==> src/rtl/stopwatch_ctrl.sv <==
// Stopwatch/timer core: debounces start/clear buttons, runs a start/pause/clear
// FSM and keeps a 4-digit BCD MM:SS count that runs up or down.
module stopwatch_ctrl #(
  parameter int DB_SAMPLES = 2
) (
  input  logic        clk,
  input  logic        rst_n,
  input  logic        sec_tick,
  input  logic        db_tick,
  input  logic        btn_start,
  input  logic        btn_clear,
  input  logic        sw_down,
  input  logic [15:0] load_bcd,
  output logic [15:0] bcd,
  output logic        running,
  output logic        done,
  output logic [1:0]  state
);

  typedef enum logic [1:0] {
    IDLE  = 2'd0,
    RUN   = 2'd1,
    PAUSE = 2'd2,
    DONE  = 2'd3
  } state_t;

  // Button index 0 = start, 1 = clear.
  logic [1:0]            sync1_q, sync2_q;
  logic [DB_SAMPLES-1:0] sh_q [2];
  logic [DB_SAMPLES-1:0] vld_q;
  logic [1:0]            lvl_q, lvl_prev_q, armed_q;
  logic [1:0]            press;

  state_t      state_q, state_d;
  logic [15:0] bcd_q, bcd_d;
  logic        dir_q, dir_d;

  function automatic logic [15:0] clear_val(input logic down, input logic [15:0] ld);
    logic [3:0] mt, mo, st, so;
    mt = (ld[15:12] > 4'd9) ? 4'd9 : ld[15:12];
    mo = (ld[11:8]  > 4'd9) ? 4'd9 : ld[11:8];
    st = (ld[7:4]   > 4'd5) ? 4'd5 : ld[7:4];
    so = (ld[3:0]   > 4'd9) ? 4'd9 : ld[3:0];
    return down ? {mt, mo, st, so} : 16'h0000;
  endfunction

  function automatic logic [15:0] bcd_inc(input logic [15:0] v);
    logic [3:0] mt, mo, st, so;
    {mt, mo, st, so} = v;
    if (so != 4'd9) so = so + 4'd1;
    else begin
      so = 4'd0;
      if (st != 4'd5) st = st + 4'd1;
      else begin
        st = 4'd0;
        if (mo != 4'd9) mo = mo + 4'd1;
        else begin
          mo = 4'd0;
          mt = mt + 4'd1;
        end
      end
    end
    return {mt, mo, st, so};
  endfunction

  function automatic logic [15:0] bcd_dec(input logic [15:0] v);
    logic [3:0] mt, mo, st, so;
    {mt, mo, st, so} = v;
    if (so != 4'd0) so = so - 4'd1;
    else begin
      so = 4'd9;
      if (st != 4'd0) st = st - 4'd1;
      else begin
        st = 4'd5;
        if (mo != 4'd0) mo = mo - 4'd1;
        else begin
          mo = 4'd9;
          mt = mt - 4'd1;
        end
      end
    end
    return {mt, mo, st, so};
  endfunction

  // armed_q blocks a press until a full window of released samples has been
  // seen since reset, so a button held through reset never fires.
  always_ff @(posedge clk or negedge rst_n) begin
    if (!rst_n) begin
      sync1_q    <= '0;
      sync2_q    <= '0;
      sh_q[0]    <= '0;
      sh_q[1]    <= '0;
      vld_q      <= '0;
      lvl_q      <= '0;
      lvl_prev_q <= '0;
      armed_q    <= '0;
    end else begin
      sync1_q    <= {btn_clear, btn_start};
      sync2_q    <= sync1_q;
      lvl_prev_q <= lvl_q;
      if (db_tick) begin
        vld_q <= {vld_q[DB_SAMPLES-2:0], 1'b1};
        for (int b = 0; b < 2; b++) sh_q[b] <= {sh_q[b][DB_SAMPLES-2:0], sync2_q[b]};
      end
      for (int b = 0; b < 2; b++) begin
        if (&sh_q[b])       lvl_q[b] <= 1'b1;
        else if (~|sh_q[b]) lvl_q[b] <= 1'b0;
        if ((&vld_q) && (~|sh_q[b])) armed_q[b] <= 1'b1;
      end
    end
  end

  assign press = lvl_q & ~lvl_prev_q & armed_q;

  always_ff @(posedge clk or negedge rst_n) begin
    if (!rst_n) begin
      state_q <= IDLE;
      bcd_q   <= '0;
      dir_q   <= 1'b0;
    end else begin
      state_q <= state_d;
      bcd_q   <= bcd_d;
      dir_q   <= dir_d;
    end
  end

  always_comb begin
    state_d = state_q;
    bcd_d   = bcd_q;
    dir_d   = dir_q;
    if (press[1]) begin
      state_d = IDLE;
      bcd_d   = clear_val(sw_down, load_bcd);
    end else begin
      case (state_q)
        IDLE: begin
          if (press[0]) begin
            if (sw_down && (bcd_q == 16'h0000)) state_d = DONE;
            else begin
              dir_d   = sw_down;
              state_d = RUN;
            end
          end
        end
        RUN: begin
          if (press[0]) state_d = PAUSE;
          else if (sec_tick) begin
            // Terminal values are guarded so the count can never wrap.
            if (!dir_q) begin
              if (bcd_q == 16'h9959) state_d = DONE;
              else begin
                bcd_d = bcd_inc(bcd_q);
                if (bcd_d == 16'h9959) state_d = DONE;
              end
            end else begin
              if (bcd_q == 16'h0000) state_d = DONE;
              else begin
                bcd_d = bcd_dec(bcd_q);
                if (bcd_d == 16'h0000) state_d = DONE;
              end
            end
          end
        end
        PAUSE: begin
          if (press[0]) state_d = RUN;
        end
        default: ;
      endcase
    end
  end

  assign bcd     = bcd_q;
  assign state   = state_q;
  assign running = (state_q == RUN);
  assign done    = (state_q == DONE);

endmodule

==> config.mk <==
export PLATFORM = sky130hd
export DESIGN_NAME = stopwatch_ctrl
export DESIGN_NICKNAME = d
export VERILOG_FILES = /design/src/rtl/stopwatch_ctrl.sv
export SDC_FILE = /design/constraint.sdc
export NUM_CORES = 1
export LEC_CHECK = 0
export BUFFER_PORTS_ARGS = -buffer_cell sky130_fd_sc_hd__buf_2
export CORE_AREA = 2 2 71 73
export CTS_BUF_LIST = sky130_fd_sc_hd__clkbuf_16
export CTS_CLUSTER_SIZE = 14
export DETAILED_ROUTE_END_ITERATION = 10
export DIE_AREA = 0 0 73 75
export PLACE_DENSITY = 0.88
export SYNTH_ARGS = -nofsm -noshare
export SYNTH_HDL_FRONTEND = slang
export SYNTH_SLANG_ARGS = --single-unit
==> constraint.sdc <==
create_clock -name clk -period 2.4 [get_ports clk]
set_input_delay 0.24 -clock clk [delete_from_list [all_inputs] [get_ports clk]]
set_output_delay 0.24 -clock clk [all_outputs]
set_load 0.005 [all_outputs]
======== Yosys cells after proc, flatten, opt, wreduce, memory -nomap -nowiden ========
Cells that the tools add are included.
cells by class
  eq/ne operators ......................... 18
  multiplexer cells ....................... 94
  magnitude comparators ................... 4
  $add $sub $neg .......................... 8
  bitwise gates (word level) .............. 5
  reductions and logical operators ........ 22
operators with widths
  operator                                                       number
  2-to-1 mux 4 bit                                               70
  2-to-1 mux 16 bit                                              8
  equality test 16 bit, second input constant                    2
  zero test 16 bit                                               2
  2-to-1 mux 2 bit                                               11
  adder 4 x 1 -> 4 bit, second input constant                    4
  nonzero test 4 bit                                             4
  subtractor 4 x 1 -> 4 bit, second input constant               4
  greater-than comparator 4 bit, second input constant           3
  != test 3 bit, second input constant                           4
  != test 4 bit, second input constant                           2
  != test 6 x 1 -> 1 bit, second input constant                  1
  != test 6 x 4 -> 1 bit, second input constant                  1
  case mux 2 bit (3 select lines)                                1
  AND reduction 2 bit                                            3
  AND reduction 6 bit                                            1
  AND reduction 5 bit                                            1
  AND 2 bit                                                      2
  equality test 2 bit, second input constant                     2
  greater-than comparator 4 x 3 -> 1 bit, second input constant  1
  2-to-1 mux 1 bit                                               4
  != test 2 bit, second input constant                           2
  != test 4 x 2 -> 1 bit, second input constant                  1
  != test 4 x 3 -> 1 bit, second input constant                  1
  10 further kinds                                               16
storage, ports and cells
  logic and storage cells ................. 164
  output and inout bits ................... 20
  bits of input ports ..................... 23
  register bits after elaboration ......... 35

======== Longest topological paths before layout ========
  depth after elaboration ................. 18
  gate-level depth with buffers ........... 8
  gate-level depth less buffers ........... 8

======== Worst setup path after synthesis ========
No wires, ideal clock.
  path kind ............................... reg-to-reg
  from .................................... reg bcd_q[1], in the netlist bcd[1]
  to ...................................... reg state_q[1], in the netlist state[1]
  library setup time ...................... 128 ps
  period minus slack after synthesis ...... 2108 ps
  arrival ................................. 1981 ps
  stages on the path, launching flop included .. 7
  setup slack ............................. 292 ps
  path buffers ............................ 0
  required time ........................... 2272 ps
  cell sequence ........................... dfrtp_1 nand4bb_2 or4_1 a211oi_2 o211ai_1 a21oi_2 mux2_1
between the ends
  word-level cells in the longest chain between the ends .. 11
  elaborated cells between the ends (all ways) .. 77
  classes of those cells .................. add/sub: 2; eq/ne: 5; mux: 65; reduce/logical: 5
ends and longest elaborated chain
  item                                                                                      line      RTL
  start: declaration                                                                        35        logic [15:0] bcd_q, bcd_d;
  start signal: assignment                                                                  118       bcd_q <= '0;
  start signal: assignment                                                                  122       bcd_q <= bcd_d;
  adder 4 x 1 -> 4 bit, or another cell as far along                                        50        if (so != 4'd9) so = so + 4'd1;
  2-to-1 mux 4 bit, on equally long branches                                                50, 69
  2-to-1 mux 4 bit, on equally long branches                                                150, 156
  2-to-1 mux 4 bit                                                                          149       if (!dir_q) begin
  2-to-1 mux 4 bit                                                                          147       else if (sec_tick) begin
  2-to-1 mux 4 bit                                                                          146       if (press[0]) state_d = PAUSE;
  2-to-1 mux 4 bit                                                                          135       case (state_q)
  2-to-1 mux 4 bit                                                                          131       if (press[1]) begin
  equality test 16 bit / zero test 16 bit (equally long branches)                           153, 159
  != test 6 x 1 -> 1 bit (no source line) / != test 6 x 4 -> 1 bit (equally long branches)  -
  AND reduction 6 bit (no source line)                                                      -
  end signal: assignment                                                                    121       state_q <= state_d;
  end: declaration                                                                          34        state_t state_q, state_d;
Parallel ways exist; a longest one is shown, timed or not. The select of a mux whose other input is x is not followed.
A chain may end at the register's enable or synchronous reset.

======== Final worst setup path ========
  from .................................... reg bcd_q[11], in the netlist bcd[11]
  to ...................................... reg bcd_q[8], in the netlist bcd[8]
between the ends
  word-level cells in the longest chain between the ends .. 16
  elaborated cells between the ends (all ways) .. 32
  classes of those cells .................. eq/ne: 4; mux: 25; reduce/logical: 3
ends and longest elaborated chain
  item                                                        line
  != test 4 bit / nonzero test 4 bit (equally long branches)  56, 75
  2-to-1 mux 4 bit, on equally long branches                  56, 75
  2-to-1 mux 4 bit, on equally long branches                  53, 72
  2-to-1 mux 4 bit, on equally long branches                  50, 69
  2-to-1 mux 4 bit, on equally long branches                  150, 156
  2-to-1 mux 4 bit                                            149
  2-to-1 mux 4 bit                                            147
  2-to-1 mux 4 bit                                            146
  2-to-1 mux 4 bit                                            135
  2-to-1 mux 4 bit                                            131
  2-to-1 mux 16 bit, on equally long branches                 150, 156
  2-to-1 mux 16 bit                                           149
  2-to-1 mux 16 bit                                           147
  2-to-1 mux 16 bit                                           146
  2-to-1 mux 16 bit                                           135
  2-to-1 mux 16 bit                                           131
Parallel ways exist; a longest one is shown, timed or not. The select of a mux whose other input is x is not followed.

==> results.json <==
{
  "outcome": "finished, final reports clean",
  "slew_violations": 0,
  "sw_frac_of_total_pct": 44.5,
  "rrSetupSlack_ns": 0.06,
  "ys_top_cells_by_area": "dfrtp_1 (34%), o21ai_0 (5.9%), ha_1 (5.7%), nor2_1 (4.9%), nand2_1 (3.3%)",
  "dieArea_um2": 5480,
  "worstReg2RegStart": "bcd[11]",
  "drcViolationCount": 0,
  "overflow": 0,
  "power.internal_uw": 2140,
  "cts_resized": 0,
  "setup_slack_ns": 0.0560,
  "hpwl_um": 5120,
  "crit_required_ns": 2.60,
  "nNetsFinal": 397,
  "power.leakage_uw": 0.00136,
  "p_comb_share_pct": 53.6,
  "die_y_um": 75,
  "netlist_instances": 310,
  "crit_buf_inv": 1,
  "finalSetupViolCount": 0,
  "ys_ff_latch": 35,
  "worstSetupEndpointType": "register",
  "htree_num_levels": 2,
  "initial_core_util_pct": 56.1,
  "die_x_um": 73,
  "skew_ns": 0.00810,
  "areaGrowthSynthToFinish_pct": 20.3,
  "finalCriticalPeriod_ns": 2.34,
  "route.vias.total": 2620,
  "arrival_ns": 2.55,
  "syn-num-nets": 345,
  "rows": 25,
  "drt-initial-drc-count": 260,
  "seq_power_share_pct": 26.8,
  "drt-total-wl_um": 7250,
  "crit_path_max_fanout": 11,
  "ant_nets": 0,
  "r2r_end": "bcd[8]",
  "p_per_area_nw_per_um2": 1220,
  "clkTransAtPathRegs_ns": 0.06,
  "yosys_warnings": 0,
  "post-route-period-util_pct": 97.7,
  "worst_pin_slew_ns": 0.795,
  "gr-usage-all-layers_pct": 27.7,
  "fmax_ghz": 0.427,
  "grt_start_max_net_pins": 36,
  "slew_headroom_pct": 47.0,
  "reg2reg_depth": 7,
  "cts_setup_buffers": 0,
  "slowest_stage": "dfrtp_1",
  "clk_path_buf_depth": 2,
  "wl_per_cell_um": 17.4,
  "async_flop_share_pct": 100,
  "yosysSeqAreaShare_pct": 33.5,
  "clock-sinks": 35,
  "power.share.clock_pct": 19.7,
  "grt_pass1_wl_um": 11800,
  "cp_slowest_stage_delay_ns": 0.52,
  "hold_viol": 0,
  "drv_cap": 0,
  "hold_buffers": 0,
  "ctsRootBufferMaster": "clkbuf_16",
  "vias_per_cell": 6.28,
  "dp_slack_ns": 0.104,
  "crit_chain": "nor3b_2 -> nand4b_1 -> nor3_1 -> o31a_2 -> buf_4 -> o21ai_0 -> o21ai_0",
  "nFillCells": 379,
  "synth_area_um2": 2610,
  "critPathKind": "register to register",
  "placed_area_um2": 2960,
  "cts_tree": "built",
  "hp-class": "input pin to asynchronous set/reset pin",
  "synth_top_area_share_pct": 33.5,
  "drt-pass1-iter-count": 5,
  "cts_buffers": 5,
  "grt_pass1_vias": 2467,
  "place.gp.congestion": 0.935,
  "synth_cell_types": 63,
  "switching_power_uw": 1710,
  "pin_count": 43,
  "num_antenna_cells": 0,
  "critical_path.startpoint_type": "register",
  "antenna_found_initial": 0,
  "crit_top_cell": "o21ai_0",
  "syn_avg_cell_area_um2": 8.43,
  "peakVddDrop_mv": 0.586,
  "synthFlopType": "dfrtp_1",
  "grt_setup_unrepaired": "true",
  "finish.utilization_pct": 67.5,
  "crit_family": "simple AND/OR/NAND/NOR gates",
  "synth-edff-count": 0,
  "numPortBuffers": 42,
  "layout-drive-gt1-share_pct": 25.6,
  "yosys.area.top_type": "dfrtp_1",
  "clk_latency_ns": 0.28,
  "core-area_um2": 4660,
  "fin_area_um2": 3150
}
## metal layers
metal  routed length [µm]  global-route usage, %  share of wire (%)  vias up
met3                  542                   5.89                7.5       14
met4                  118                   8.85                1.6        0
met5                    0                      0                  0        -
li1                     -                      -                  -     1232
met1                 3050                   36.2                 42     1247
met2                 3540                   46.2                 49      127
## synth_stat cells (all sizes together), types with 3 or more instances
cell    instances
nand2b          7
a221oi          3
nor3           12
nor3b           3
mux2i           5
and3            3
nand2          23
or3             3
nand3b          5
a21oi          17
and2            3
nor2           34
clkbuf          9
nor4            7
ha             12
o211ai          4
inv            13
nor2b           5
nand3          10
buf             8
o21ai          36
o21a            4
dfrtp          35
mux2            5
a32oi           3
## layout make-up
type	count	area (µm²)	area share, %
Multi-Input combinational cell	245	1620	51.4
Sequential cell	35	878	27.9
Timing Repair Buffer	62	360	11.5
Clock buffer	5	125	3.98
Tap cell	54	67.6	2.15
Inverter	13	48.8	1.55
Clock inverter	3	47.5	1.51
## kinds of logic after synthesis
logic type,after synthesis,share of synthesized area [%]
and+or+nand+nor,128,27.9
AOI/OAI and AO/OA,91,22.5
DFF,35,33.5
buffers and inverters,30,4.93
adders and majority gates,12,5.74
muxes,10,4.07
xor gates and xnor gates,4,1.34
## how the worst max path moves through the flow
stage,from,endpoint,cells after the start
after floorplan,bcd[1],state[1],6
after CTS,bcd[9],state[1],6
after global placement,bcd[9],state[1],6
after detailed placement,bcd[9],state[1],6
after global routing,bcd[11],bcd[10],7
final,bcd[11],bcd[8],7
## cell usage in the layout, fill, tap and decap left out, types with 7 or more instances in the layout
master,netlist,layout
ha_1,12,12
nand2_1,23,23
nor3_1,10,10
inv_1,13,13
nor2_1,34,34
buf_2,4,42
dfrtp_1,35,33
o21ai_0,31,31
buf_4,3,20
nand2b_1,7,7
a21oi_1,16,16
nand3_1,9,9
## worst reg2reg max path: stages (launching register included)
cell      delay (ns)
dfrtp_1         0.52
nor3b_2         0.32
nand4b_1        0.24
nor3_1          0.40
o31a_2          0.38
buf_4           0.22
o21ai_0         0.09
o21ai_0         0.09
## state kept, by name, indices dropped and copies added, names as in the netlist
register	cells
bcd	16
sh_q	4
armed_q	2
lvl_prev_q	2
lvl_q	2
state	2
sync1_q	2
sync2_q	2
vld_q	2
dir_q	1
## per-stage QoR
stage / hold slack [ns] / std cells / power, µW / setup TNS, ns
after floorplan: -0.0556 / 310 / 2330 / 0
after global placement: 0.336 / 409 / 2930 / 0
after detailed placement: 0.340 / 409 / 3010 / 0
after CTS: 0.0607 / 417 / 3800 / 0
after global routing: 0.0553 / 417 / 4120 / -0.297
final: 0.0371 / 417 / 3850 / 0
## power groups by stage
stage,clock [µW],sequential [µW],combinational (µW)
2_1_floorplan,0,932,1390
6_report,757,1030,2060
3_5_place_dp,0,1020,1980
5_1_grt,802,1060,2260
3_3_place_gp,0,1010,1920
4_1_cts,768,1020,2020
(Power assumes the default switching activity.)
